## src/rtl/mem_port_arbiter_if.sv

```systemverilog
// Request/response bundle between the IF/MEM stages, the port arbiter and the unified RAM.
// The slave modport is the arbiter's view; master is the view of everything around it.
interface mem_port_arbiter_if #(
  parameter int unsigned MEM_ADDR_W = 12
);
  logic                  i_if_req;
  logic [31:0]           i_if_addr;
  logic                  o_if_gnt;
  logic                  o_if_rvalid;
  logic [31:0]           o_if_rdata;

  logic                  i_d_req;
  logic                  i_d_we;
  logic [31:0]           i_d_addr;
  logic [31:0]           i_d_wdata;
  logic [3:0]            i_d_mask_sel;
  logic                  o_d_gnt;
  logic                  o_d_rvalid;
  logic [31:0]           o_d_rdata;
  logic                  o_d_err;

  logic                  o_mem_en;
  logic [3:0]            o_mem_we;
  logic [MEM_ADDR_W-1:0] o_mem_addr;
  logic [31:0]           o_mem_wdata;
  logic [31:0]           i_mem_rdata;

  modport slave (
    input  i_if_req, i_if_addr, i_d_req, i_d_we, i_d_addr, i_d_wdata, i_d_mask_sel,
           i_mem_rdata,
    output o_if_gnt, o_if_rvalid, o_if_rdata, o_d_gnt, o_d_rvalid, o_d_rdata, o_d_err,
           o_mem_en, o_mem_we, o_mem_addr, o_mem_wdata
  );

  modport master (
    output i_if_req, i_if_addr, i_d_req, i_d_we, i_d_addr, i_d_wdata, i_d_mask_sel,
           i_mem_rdata,
    input  o_if_gnt, o_if_rvalid, o_if_rdata, o_d_gnt, o_d_rvalid, o_d_rdata, o_d_err,
           o_mem_en, o_mem_we, o_mem_addr, o_mem_wdata
  );
endinterface

```

## src/rtl/mem_port_arbiter.sv

```systemverilog
// Shares one synchronous RAM port between instruction fetch and load/store, with per-cycle
// fair arbitration, store lane replication and load sign/zero extension.
module mem_port_arbiter #(
  parameter int unsigned MEM_ADDR_W = 12
) (
  input logic               clk,
  input logic               rst_n,
  mem_port_arbiter_if.slave bus
);

  localparam logic [3:0] MemLb  = 4'd0;
  localparam logic [3:0] MemLh  = 4'd1;
  localparam logic [3:0] MemLw  = 4'd2;
  localparam logic [3:0] MemLbu = 4'd3;
  localparam logic [3:0] MemLhu = 4'd4;
  localparam logic [3:0] MemSb  = 4'd5;
  localparam logic [3:0] MemSh  = 4'd6;
  localparam logic [3:0] MemSw  = 4'd7;

  typedef enum logic {GntIf, GntD} gnt_e;

  gnt_e       last_gnt_q, last_gnt_d;
  logic       rsp_if_q, rsp_if_d;
  logic       rsp_d_q, rsp_d_d;
  logic       err_q, err_d;
  logic [3:0] code_q;
  logic [1:0] off_q;

  logic       if_req, d_req, if_gnt, d_gnt;
  logic       is_load, is_store, d_illegal;
  logic [3:0] sel;
  logic [1:0] d_off;

  // Address bits outside the RAM window are deliberately ignored.
  logic unused_addr_bits;
  assign unused_addr_bits = ^{bus.i_if_addr[1:0], bus.i_if_addr[31:MEM_ADDR_W+2],
                              bus.i_d_addr[31:MEM_ADDR_W+2]};

  assign sel   = bus.i_d_mask_sel;
  assign d_off = bus.i_d_addr[1:0];

  always_comb begin
    is_load   = (sel <= MemLhu);
    is_store  = (sel == MemSb) || (sel == MemSh) || (sel == MemSw);
    d_illegal = !(is_load || is_store)
             || (is_store && !bus.i_d_we)
             || (is_load && bus.i_d_we)
             || (((sel == MemLw) || (sel == MemSw)) && (d_off != 2'b00))
             || (((sel == MemLh) || (sel == MemLhu) || (sel == MemSh)) && d_off[0]);
  end

  // Nothing is granted while reset is held.
  assign if_req = bus.i_if_req & rst_n;
  assign d_req  = bus.i_d_req & rst_n;
  assign d_gnt  = d_req & (!if_req || (last_gnt_q == GntIf));
  assign if_gnt = if_req & !d_gnt;

  assign bus.o_if_gnt = if_gnt;
  assign bus.o_d_gnt  = d_gnt;

  always_comb begin
    bus.o_mem_en    = 1'b0;
    bus.o_mem_we    = 4'b0000;
    bus.o_mem_addr  = '0;
    bus.o_mem_wdata = '0;
    if (if_gnt) begin
      bus.o_mem_en   = 1'b1;
      bus.o_mem_addr = bus.i_if_addr[MEM_ADDR_W+1:2];
    end else if (d_gnt && !d_illegal) begin
      bus.o_mem_en   = 1'b1;
      bus.o_mem_addr = bus.i_d_addr[MEM_ADDR_W+1:2];
      case (sel)
        MemSb: begin
          bus.o_mem_we    = 4'b0001 << d_off;
          bus.o_mem_wdata = {4{bus.i_d_wdata[7:0]}};
        end
        MemSh: begin
          bus.o_mem_we    = d_off[1] ? 4'b1100 : 4'b0011;
          bus.o_mem_wdata = {2{bus.i_d_wdata[15:0]}};
        end
        MemSw: begin
          bus.o_mem_we    = 4'b1111;
          bus.o_mem_wdata = bus.i_d_wdata;
        end
        default: ;
      endcase
    end
  end

  always_comb begin
    last_gnt_d = last_gnt_q;
    if (d_gnt) begin
      last_gnt_d = GntD;
    end else if (if_gnt) begin
      last_gnt_d = GntIf;
    end
    rsp_if_d = if_gnt;
    rsp_d_d  = d_gnt && !d_illegal && is_load;
    err_d    = d_gnt && d_illegal;
  end

  always_ff @(posedge clk) begin
    if (!rst_n) begin
      last_gnt_q <= GntIf;
      rsp_if_q   <= 1'b0;
      rsp_d_q    <= 1'b0;
      err_q      <= 1'b0;
      code_q     <= 4'd0;
      off_q      <= 2'd0;
    end else begin
      last_gnt_q <= last_gnt_d;
      rsp_if_q   <= rsp_if_d;
      rsp_d_q    <= rsp_d_d;
      err_q      <= err_d;
      if (d_gnt) begin
        code_q <= sel;
        off_q  <= d_off;
      end
    end
  end

  logic [31:0] shifted, d_fmt;

  always_comb begin
    shifted = bus.i_mem_rdata >> {off_q, 3'b000};
    case (code_q)
      MemLb:   d_fmt = {{24{shifted[7]}}, shifted[7:0]};
      MemLh:   d_fmt = {{16{shifted[15]}}, shifted[15:0]};
      MemLbu:  d_fmt = {24'd0, shifted[7:0]};
      MemLhu:  d_fmt = {16'd0, shifted[15:0]};
      default: d_fmt = shifted;
    endcase
  end

  // Gating with rst_n drops a response whose cycle is overlapped by reset.
  assign bus.o_if_rvalid = rsp_if_q & rst_n;
  assign bus.o_d_rvalid  = rsp_d_q & rst_n;
  assign bus.o_d_err     = err_q & rst_n;
  assign bus.o_if_rdata  = bus.o_if_rvalid ? bus.i_mem_rdata : 32'd0;
  assign bus.o_d_rdata   = bus.o_d_rvalid ? d_fmt : 32'd0;

endmodule

```

## src/flat_wrapper.sv

```systemverilog
// flat-port wrapper written by rule: the top's interface ports become plain ports
module mem_port_arbiter_flat 
#(
  parameter int unsigned MEM_ADDR_W = 12
)
  (clk, rst_n, bus_i_if_req, bus_i_if_addr, bus_i_d_req, bus_i_d_we, bus_i_d_addr, bus_i_d_wdata, bus_i_d_mask_sel, bus_i_mem_rdata, bus_o_if_gnt, bus_o_if_rvalid, bus_o_if_rdata, bus_o_d_gnt, bus_o_d_rvalid, bus_o_d_rdata, bus_o_d_err, bus_o_mem_en, bus_o_mem_we, bus_o_mem_addr, bus_o_mem_wdata);
  mem_port_arbiter_if #(.MEM_ADDR_W(MEM_ADDR_W)) bus_i ();
  input logic clk;
  input logic rst_n;
  input wire logic [$bits(bus_i.i_if_req)-1:0] bus_i_if_req;
  input wire logic [$bits(bus_i.i_if_addr)-1:0] bus_i_if_addr;
  input wire logic [$bits(bus_i.i_d_req)-1:0] bus_i_d_req;
  input wire logic [$bits(bus_i.i_d_we)-1:0] bus_i_d_we;
  input wire logic [$bits(bus_i.i_d_addr)-1:0] bus_i_d_addr;
  input wire logic [$bits(bus_i.i_d_wdata)-1:0] bus_i_d_wdata;
  input wire logic [$bits(bus_i.i_d_mask_sel)-1:0] bus_i_d_mask_sel;
  input wire logic [$bits(bus_i.i_mem_rdata)-1:0] bus_i_mem_rdata;
  output wire logic [$bits(bus_i.o_if_gnt)-1:0] bus_o_if_gnt;
  output wire logic [$bits(bus_i.o_if_rvalid)-1:0] bus_o_if_rvalid;
  output wire logic [$bits(bus_i.o_if_rdata)-1:0] bus_o_if_rdata;
  output wire logic [$bits(bus_i.o_d_gnt)-1:0] bus_o_d_gnt;
  output wire logic [$bits(bus_i.o_d_rvalid)-1:0] bus_o_d_rvalid;
  output wire logic [$bits(bus_i.o_d_rdata)-1:0] bus_o_d_rdata;
  output wire logic [$bits(bus_i.o_d_err)-1:0] bus_o_d_err;
  output wire logic [$bits(bus_i.o_mem_en)-1:0] bus_o_mem_en;
  output wire logic [$bits(bus_i.o_mem_we)-1:0] bus_o_mem_we;
  output wire logic [$bits(bus_i.o_mem_addr)-1:0] bus_o_mem_addr;
  output wire logic [$bits(bus_i.o_mem_wdata)-1:0] bus_o_mem_wdata;
  assign bus_i.i_if_req = bus_i_if_req;
  assign bus_i.i_if_addr = bus_i_if_addr;
  assign bus_i.i_d_req = bus_i_d_req;
  assign bus_i.i_d_we = bus_i_d_we;
  assign bus_i.i_d_addr = bus_i_d_addr;
  assign bus_i.i_d_wdata = bus_i_d_wdata;
  assign bus_i.i_d_mask_sel = bus_i_d_mask_sel;
  assign bus_i.i_mem_rdata = bus_i_mem_rdata;
  assign bus_o_if_gnt = bus_i.o_if_gnt;
  assign bus_o_if_rvalid = bus_i.o_if_rvalid;
  assign bus_o_if_rdata = bus_i.o_if_rdata;
  assign bus_o_d_gnt = bus_i.o_d_gnt;
  assign bus_o_d_rvalid = bus_i.o_d_rvalid;
  assign bus_o_d_rdata = bus_i.o_d_rdata;
  assign bus_o_d_err = bus_i.o_d_err;
  assign bus_o_mem_en = bus_i.o_mem_en;
  assign bus_o_mem_we = bus_i.o_mem_we;
  assign bus_o_mem_addr = bus_i.o_mem_addr;
  assign bus_o_mem_wdata = bus_i.o_mem_wdata;
  mem_port_arbiter #(.MEM_ADDR_W(MEM_ADDR_W)) u_core (.clk(clk), .rst_n(rst_n), .bus(bus_i));
endmodule
```

## config.mk

```make
export PLATFORM = sky130hd
export DESIGN_NAME = mem_port_arbiter_flat
export DESIGN_NICKNAME = d
export VERILOG_FILES = /design/src/rtl/mem_port_arbiter_if.sv /design/src/rtl/mem_port_arbiter.sv /design/src/flat_wrapper.sv
export SDC_FILE = /design/constraint.sdc
export NUM_CORES = 1
export LEC_CHECK = 0
export CORE_AREA = 2 2 100 102
export CTS_BUF_LIST = sky130_fd_sc_hd__clkbuf_2
export CTS_CLUSTER_SIZE = 14
export DETAILED_ROUTE_END_ITERATION = 16
export DIE_AREA = 0 0 102 104
export PLACE_DENSITY_LB_ADDON = 0.1
export SKIP_CTS_REPAIR_TIMING = 1
export SLEW_MARGIN = 20
export SYNTH_ARGS = -nofsm -noshare
export SYNTH_HDL_FRONTEND = slang
export SYNTH_SLANG_ARGS = --single-unit
```

## constraint.sdc

```tcl
create_clock -name clk -period 3.1 [get_ports clk]
set_clock_uncertainty 0.05 [all_clocks]
set_input_delay 0.775 -clock clk [delete_from_list [all_inputs] [get_ports clk]]
set_output_delay 0.775 -clock clk [all_outputs]
set_load 0.01 [all_outputs]
```

==> reports/metrics.csv <==
stage,metric,value,unit
min_path,hp-class,flip-flop to flip-flop,
route,drc,0,
floorplan,die_area,10600,µm²
status,status,finished clean,
clock_tree,clk_path_buf_depth,2,
setup_path,critical-path-max-stage-delay,220,ps
clock_tree,cts_root_buffer,clkbuf_2,
final_layout,nNetsFinal,710,
logic_synthesis,yosys_most_used_dff,dfxtp_1,
run,maxCapViolCount,0,
setup_path,crit_top_cell,dlymetal6s2s_1,
placement,gp_congestion,0.770,
logic_synthesis,synth.cell_area,2260,µm²
timing,drv_slew,0,
placement,dpl_worst_slack,-669,ps
final_layout,drive_above_1_share,18.2,%
global_route,grt_overflow,0,
clock_tree,cts_made_buffers,3,
logic_synthesis,ys_types,39,
floorplan,die_w,102,µm
final_layout,area_growth,135,%
route,drtPass1Iterations,4,
floorplan,fp.dieH,104,µm
floorplan,ios,255,
final_layout,mostFrequentLayoutCells,"123 x clkdlybuf4s50_1, 85 x dlymetal6s2s_1, 44 x buf_4",
timing,whs,453,ps
global_route,grt_use_total,17.8,%
placement,dp_hpwl,8230,µm
pwr,p_leak,0.00351,µW
route,ant_nets,0,
route,routed_wl,11000,µm
pwr,peakVddDrop,0.0000733,V
setup_path,critical_path_buf_inv_count,5,
timing,tns,0,ps
clock_tree,clock-sinks,10,
logic_synthesis,synthAdderAreaFrac,0,%
logic_synthesis,synthSimpleGateAreaFrac,29.8,%
global_route,grt_pass1_wl,15800,µm
logic_synthesis,synth_compound_area_share,35.1,%
pwr,power.density,142,nW/µm²
clock_tree,cts_tree,built,
logic_synthesis,ys_seq_elements,10,
setup_path,end_kind,primary output,
logic_synthesis,ys_async_sr_fraction,0,%
clock_tree,htreeDepth,1,
setup_path,path_cells,"dlymetal6s2s_1, buf_6, xnor2_4, mux2i_4, buf_4, o211a_1, buf_12, or2_1, dlymetal6s2s_1",
route,via_per_inst,4.94,
timing,period_needed,3050,ps
timing,setup_violations,0,
setup_path,crit_slowest_cell,o211a_1,
logic_synthesis,synth_top_family_by_area,compound AO/OA/AOI/OAI gates,
setup_path,arrival,2220,ps
logic_synthesis,synth_mux_area_share,14.3,%
setup_path,cp_max_fo,14,
floorplan,rows,36,
timing,slew_headroom,66.3,%
placement,port_buffers,216,
route,vias,3485,
timing,fin_ws,54.8,ps
route,avgRoutedWirePerCell,15.6,µm
timing,worstMarginPinSlew,505,ps
final_layout,fin_util,55.8,%
logic_synthesis,ys_seq_area_share,8.84,%
global_route,antenna_found_initial,1,
clock_tree,clkTransAtPathRegs,100,ps
floorplan,fp.coreArea,9550,µm²
clock_tree,insertion_delay,250,ps
global_route,first_global_vias,3172,
logic_synthesis,yosysWarnings,0,
timing,fmax,328,MHz
setup_path,cp_top_family,buffers and inverters,
timing,min_period_over_period,98.2,%
floorplan,initial_core_util,23.7,%
global_route,grt_max_degree,38,
logic_synthesis,syn-mean-instance-area,6.90,µm²
setup_path,cp.required,2270,ps
setup_path,path_class,input port to primary output,
logic_synthesis,synth_edf_count,0,
route,drtIter0Drc,97,
logic_synthesis,synth_fp_nets,465,
logic_synthesis,netlist_instances,328,
timing,final_hold_viol_count,0,
setup_path,worstSetupStartpointType,input port,
final_layout,final_common_cell,clkdlybuf4s50_1,
logic_synthesis,synth_xor_area_share,1.93,%
[final cells by class]
cell class	instances	area [µm²]
inverters	12	45.0
clock inverters	1	3.75
fillers	898	4220
flip-flops and latches	10	201
clock buffers	3	15.0
multi-input cells	271	1950
diodes	1	2.50
repair buffers	275	2940
well taps	133	166
[state kept, by name, indices dropped and copies added (netlist names)]
name,count
u_core.code_q,4
u_core.rsp_d_q,1
u_core.err_q,1
u_core.last_gnt_q,1
u_core.rsp_if_q,1
u_core.off_q,2
[metal layers]
metal | share of wire [%] | track usage, %
met3 | 9.0 | 3.76
met1 | 40 | 21.7
met4 | 0.40 | 2.67
met2 | 50 | 32.4
met5 | 0 | 0
[synth_stat cells, drive strengths merged, types with 13 or more instances]
library cell   n  area, µm²
o21ai         26        130
and3          34        213
nand2         17       63.8
nor3          34        170
a22oi         24        180
clkbuf        19       71.3
nor2          13       51.3
buf           16        110
a211oi        17        128
mux2i         21        210
[tightest hold or removal path: cells and delay by family (launching register included)]
family | cells | cell delay [ps]
AND/OR/NAND/NOR | 1 | 60
flip-flops | 1 | 350
AO/OA/AOI/OAI | 1 | 60
[stage by stage]
stage	cells	total power [µW]	instance area [µm²]
floorplan	328	374	2260
global placement	695	642	4870
detailed placement	695	650	4870
CTS	699	723	4890
global route	706	816	5330
finish	706	758	5330
[final timing paths]
kind,slack (ps),end,depth (start not counted),start
setup / recovery,50,bus_o_mem_en,9,bus_i_d_mask_sel[2]
hold reg to reg,450,u_core.code_q[1]$_SDFFE_PN0P_,2,u_core.code_q[1]$_SDFFE_PN0P_
hold / removal,450,u_core.code_q[1]$_SDFFE_PN0P_,2,u_core.code_q[1]$_SDFFE_PN0P_
setup reg to reg,1960,u_core.rsp_d_q$_SDFF_PN0_,4,u_core.last_gnt_q$_SDFFE_PN0P_
[cells by family after synthesis]
family	Yosys count
XOR/XNOR	5
flip-flops	10
multiplexers	31
AND/OR/NAND/NOR	126
AO/OA/AOI/OAI	109
buffers and inverters	47
[power breakdown]
group          internal, µW  switching, µW  total [µW]  leakage [µW]
Sequential              137           12.5         150     0.0000828
Combinational           306            232         538       0.00341
Clock                  28.0           41.8        69.8     0.0000140
Total                   472            286         758       0.00351
Power figures use the tool's default switching activity.
